==> src/rtl/dqs_wr_gen.sv <==
// DQS write-strobe generator for one DDR3 lane: preamble, BL8 toggle run, postamble,
// with seamless back-to-back continuation when a new request lands in the postamble.
module dqs_wr_gen #(
    parameter int PREAMBLE_CYCLES  = 1,
    parameter int POSTAMBLE_CYCLES = 1,
    parameter int CNT_WIDTH        = 6
) (
    input  logic                 clk,
    input  logic                 rst,
    input  logic                 start,
    input  logic [CNT_WIDTH-1:0] nburst_m1,
    output logic [1:0]           dqs_din,
    output logic                 dqs_tin,
    output logic                 busy,
    output logic                 err
);
    localparam int CW = CNT_WIDTH + 2;
    localparam logic [CW-1:0] PRE_LD  = CW'(PREAMBLE_CYCLES - 1);
    localparam logic [CW-1:0] POST_LD = CW'(POSTAMBLE_CYCLES - 1);

    typedef enum logic [1:0] {IDLE, PRE, TOGGLE, POST} state_t;

    state_t               state_q, state_d;
    logic [CW-1:0]        cnt_q, cnt_d;
    logic [CNT_WIDTH-1:0] nb_q, nb_d;
    logic                 rej_d;
    logic [1:0]           din_q;
    logic                 tin_q, busy_q, err_q;

    always_ff @(posedge clk) begin
        if (rst) begin
            state_q <= IDLE;
            cnt_q   <= '0;
            nb_q    <= '0;
        end else begin
            state_q <= state_d;
            cnt_q   <= cnt_d;
            nb_q    <= nb_d;
        end
    end

    always_comb begin
        state_d = state_q;
        cnt_d   = cnt_q;
        nb_d    = nb_q;
        rej_d   = 1'b0;
        case (state_q)
            IDLE: begin
                if (start) begin
                    nb_d    = nburst_m1;
                    cnt_d   = PRE_LD;
                    state_d = PRE;
                end
            end
            PRE: begin
                rej_d = start;
                if (cnt_q == '0) begin
                    // 4*(n+1)-1 is n with two ones appended
                    cnt_d   = {nb_q, 2'b11};
                    state_d = TOGGLE;
                end else begin
                    cnt_d = cnt_q - 1'b1;
                end
            end
            TOGGLE: begin
                rej_d = start;
                if (cnt_q == '0) begin
                    cnt_d   = POST_LD;
                    state_d = POST;
                end else begin
                    cnt_d = cnt_q - 1'b1;
                end
            end
            POST: begin
                if (start) begin
                    nb_d    = nburst_m1;
                    cnt_d   = {nburst_m1, 2'b11};
                    state_d = TOGGLE;
                end else if (cnt_q == '0) begin
                    state_d = IDLE;
                end else begin
                    cnt_d = cnt_q - 1'b1;
                end
            end
            default: state_d = IDLE;
        endcase
    end

    // Output stage decodes the current state, so pin activity trails the state by one cycle
    always_ff @(posedge clk) begin
        if (rst) begin
            din_q  <= 2'b00;
            tin_q  <= 1'b1;
            busy_q <= 1'b0;
            err_q  <= 1'b0;
        end else begin
            din_q  <= (state_q == TOGGLE) ? 2'b01 : 2'b00;
            tin_q  <= (state_q == IDLE);
            busy_q <= (state_q != IDLE);
            err_q  <= rej_d;
        end
    end

    assign dqs_din = din_q;
    assign dqs_tin = tin_q;
    assign busy    = busy_q;
    assign err     = err_q;
endmodule

==> config.mk <==
export PLATFORM = sky130hd
export DESIGN_NAME = dqs_wr_gen
export DESIGN_NICKNAME = d
export VERILOG_FILES = /design/src/rtl/dqs_wr_gen.sv
export SDC_FILE = /design/constraint.sdc
export NUM_CORES = 1
export LEC_CHECK = 0
export ABC_CLOCK_PERIOD_IN_PS = 1790
export BUFFER_PORTS_ARGS = -buffer_cell sky130_fd_sc_hd__buf_2
export CAP_MARGIN = 20
export CORE_UTILIZATION = 50
export DETAILED_ROUTE_END_ITERATION = 10
export GPL_TIMING_DRIVEN = 0
export MAX_ROUTING_LAYER = met4
export PLACE_DENSITY = 0.73
export SLEW_MARGIN = 40
export SYNTH_ARGS = -nofsm -noshare
export SYNTH_HDL_FRONTEND = slang
export SYNTH_SLANG_ARGS = --single-unit
export TNS_END_PERCENT = 5
==> constraint.sdc <==
create_clock -name clk -period 1.79 [get_ports clk]
set_input_delay 0.358 -clock clk [delete_from_list [all_inputs] [get_ports clk]]
set_output_delay 0.358 -clock clk [all_outputs]
set_load 0.03 [all_outputs]
======== After elaboration in Yosys (flattened, before gate mapping) ========
Cells that the tools add are included.
operators by class
  eq/ne operators ......................... 8
  reductions and logical operators ........ 9
  bitwise operators ....................... 1
  multiplexer cells ....................... 13
  add/sub/neg operators ................... 1
operators by type and width
  operator               number
  $mux W8                5
  $pmux W8 S4            1
  $mux W2                5
  $logic_not A8 Y1       1
  $pmux W2 S4            1
  $sub A8 B1 Y8 const B  1
  $ne A2 B2 Y1 const B   3
  $ne A3 B3 Y1 const B   2
  $reduce_or A2 Y1       3
  $eq A2 B2 Y1 const B   2
  $reduce_and A2 Y1      2
  $reduce_and A4 Y1      1
  $eq A2 B1 Y1 const B   1
  $logic_not A2 Y1       1
  $reduce_bool A2 Y1     1
  $mux W1                1
  $not A1 Y1             1
storage, ports and cells
  register bits after elaboration ......... 21

======== Depth between registers and ports, before layout ========
  depth in word-level cells ............... 4
  depth in mapped cells ................... 8
  gate-level depth less buffers ........... 7

======== Worst setup path after synthesis ========
OpenSTA, ideal clock, no wires.
  path kind ............................... register -> register
  start ................................... reg cnt_q[0]
  end ..................................... reg cnt_q[3]
  library setup time ...................... 0.079 ns
  buffers on the path ..................... 1
  cell stages (with the launch flop) ...... 8
  data arrival time ....................... 1.750 ns
  setup slack ............................. -0.039 ns
  cells stage by stage .................... dfxtp_1 > inv_1 > ha_1 > nor3b_2 > and2_1 > buf_4 > or4_1 > o211ai_1
on the way
  longest elaborated chain between the ends .. 4
  elaborated cells on any way between the ends .. 9
  those cells by class .................... add/sub: 1; eq/ne: 1; mux: 5; reduce/logical: 2
RTL lines
  what                    RTL line    RTL
  from (decl)             24          logic [CW-1:0] cnt_q, cnt_d;
  from (signal assigned)  37          cnt_q <= cnt_d;
  $sub A8 B1 Y8           62, 71, 82
  $mux W8                 79          end else if (cnt_q == '0) begin
  $mux W8                 75          if (start) begin
  $pmux W8 S4             47          case (state_q)
Several ways; a longest one is shown, not always the timed one. The select of a mux whose other input is x is not followed.
A chain may end at the register's enable or synchronous reset.

======== Worst setup path after layout ========
  start ................................... reg cnt_q[0]
  end ..................................... reg state_q[1]
on the way
  longest elaborated chain between the ends .. 3
  elaborated cells on any way between the ends .. 5
  those cells by class .................... eq/ne: 3; reduce/logical: 2
RTL lines
  what                                                           RTL line    RTL
  $logic_not A8 Y1 *                                             57, 67, 79
  $ne A3 B3 Y1 (no source line) or $ne A2 B2 Y1 (tied branches)  n/a
  $reduce_and A4 Y1 (no source line) *                           n/a
  to (signal assigned)                                           36          state_q <= state_d;
  to (decl)                                                      23          state_t state_q, state_d;
Mark *: on every way between the ends. The rest lies on a longest branch, timed or not.

==> impl_metrics.yaml <==
routing:
  dr.pass1.iters: 4
  drtAntennaViolNets: 0
  drc: 0
  wl_per_cell_um: 15.0
  vias: 1169
  vias_per_cell: 5.90
  drtIter0Drc: 25
  drt-total-wl_mm: 2.97
critical_path:
  worstPathMaxFanout: 9
  worstPathArrival_ns: 2.00
  cp-end-kind: "register"
  crit_type: "register to register"
  critPathLaunch: "cnt_q[0]"
  r2r-start: "cnt_q[0]"
  critPathRequiredTime_ns: 2.02
  critPathLaunchType: "register"
synthesis:
  synthXorXnorAreaFrac_pct: 0
  synth_edf_count: 0
  synth_simple_gate_area_share_pct: 26.9
  synth_area_leaders: "dfxtp_1, ha_1, nor2_1"
  ys_ff_latch: 20
  synth_mux_area_share_pct: 4.98
  synth_cell_type_count: 42
  yosys.area.top_type: "dfxtp_1"
  yosys.cell_count.top_type: "dfxtp_1"
  yosysWarnings: 0
  synth_top_area_share_pct: 33.2
  syn-num-nets: 164
  synth_area_per_cell_um2: 8.10
  synth_top_family_by_area: "simple AND/OR/NAND/NOR gates"
  syn_area_um2: 1210
  synth.yosys.seq_area_share_pct: 33.2
  ys.flop_type: "dfxtp_1"
  synth_commonest_cells: "dfxtp_1, nor2_1, nand2_1"
  synth_async_sr_flop_share_pct: 0
  synthCells: 149
  synth_compound_area_share_pct: 23.1
  synthAdderAreaFrac_pct: 6.22
cts:
  cts_inserted_buffers: 3
  clockBufferDepth: 2
  cts_tree: "built"
  clkSlewWorstSetupHoldPaths_ns: 0.11
  htreeDepth: 1
  clk_latency_ns: 0.30
  clock-sinks: 20
  hold_buffers: 0
  cts_root_buffer: "clkbuf_4"
floorplanning:
  rows: 17
  die_h_um: 51.1
  chipWidth_um: 51.1
  ios: 14
  die_area_um2: 2610
  start_util_pct: 54.0
  core_area_um2: 2230
finish:
  diodes: 0
  fill_cells: 201
  drive_above_1_share_pct: 31.2
  fin_util_pct: 66.4
  nets: 186
  fin_area_um2: 1480
  syn_to_final_growth_pct: 22.9
timing:
  finalCriticalPeriod_ns: 1.77
  slew_violations: 0
  finalCritPeriodShare_pct: 99.2
  setup_viol: 0
  fin_skew_ns: 0.000844
  hold_viol: 0
  clock.fmax_mhz: 563
  rsz0062_at_grt: "true"
  hold_slack_ns: 0.313
power:
  leakagePower_nw: 0.578
  power_density_nw_per_um2: 1670
  power.total_w: 0.00248
  ir_drop_mv: 1.11
placed_design:
  port_buffers: 12
  dpl-instance-area_um2: 1300
  gp_congestion: 0.918
  hpwl_mm: 2.15
run_status:
  run_status: "finished, final reports clean"
run:
  cap_violations: 0
worst_hold_path:
  min_path_type: "input port to register"
  hold_start: "nburst_m1[0]"
global_routing:
  grt_pass1_vias: 1101
  grt_max_degree: 12
  grt_overflow: 0
  grt_pass1_wl_mm: 4.95
  antenna_found_initial: 0
  grt.total_usage_pct: 26.2
## report_power, final
part	total, W	switching (W)	internal (W)
Combinational	0.00156	0.000858	0.000702
Clock	0.000263	0.000139	0.000124
Sequential	0.000656	0.0000914	0.000565
## final timing paths
check	endpoint	slack (ns)	cells past startpoint
max	state_q[1]	0.02	8
min	nb_q[0]	0.31	3
max reg2reg	state_q[1]	0.02	8
min reg2reg	nb_q[1]	0.52	2
## kinds of logic after synthesis
family | count (synthesis)
adders and majority gates | 6
AOI/OAI and AO/OA | 42
other | 1
DFF | 20
buffers and inverters | 15
muxes | 6
and+or+nand+nor | 59
## stage by stage
| step | setup WS (ns) | TNS [ns] | instances |
|---|---|---|---|
| finish | 0.0151 | 0 | 198 |
| global placement | -0.194 | -1.23 | 189 |
| global route | -0.0961 | -0.130 | 198 |
| detailed placement | -0.195 | -1.28 | 189 |
| CTS | 0.0101 | 0 | 195 |
| floorplan | 0.0167 | 0 | 149 |
## cell type report
class                           instances  area, um^2  share of cell area [%]
Multi-Input combinational cell        114         817                    55.1
Sequential cell                        20         422                    28.4
Timing Repair Buffer                   19         113                    7.59
Clock buffer                            4        36.3                    2.45
Tap cell                               28        35.0                    2.36
Buffer                                  6        33.8                    2.28
Inverter                                7        26.3                    1.77
## critical path, stage by stage (launching register included)
cell,delay (ns)
dfxtp_4,0.37
inv_2,0.08
ha_4,0.15
nor3b_4,0.24
and2_4,0.18
buf_6,0.13
o21ai_1,0.10
or3_1,0.33
a21oi_1,0.12
## flip-flops by register name (all words and copies together), names as in the netlist
name     flops
cnt_q        8
dqs_tin      1
err          1
state_q      2
dqs_din      1
nb_q         6
busy         1
## what timing repair did
action / 4_1_cts / 5_1_grt
pin swaps: 1 / 5
resized for setup: 11 / 21
endpoints found under the setup margin: 10 / 10
buffers inserted: 4 / 3
## layout by cell type, fill, tap and decap left out, types with 5 or more instances in the layout
cell type and count:
nor2_1 17, dfxtp_1 13, buf_2 12, nand2_1 11
o21ai_0 9, buf_4 8, o21ai_1 7, mux2i_1 6
nor3_1 5, dfxtp_4 5
## metal layers
metal	track usage (%)	vias up	share of wire, %
li1	-	578	-
met2	44.5	27	51
met1	31.7	560	46
met3	3.57	4	2.6
met5	-	-	0
met4	8.33	0	0.84
Note: power is estimated with default switching activity, not from simulation.
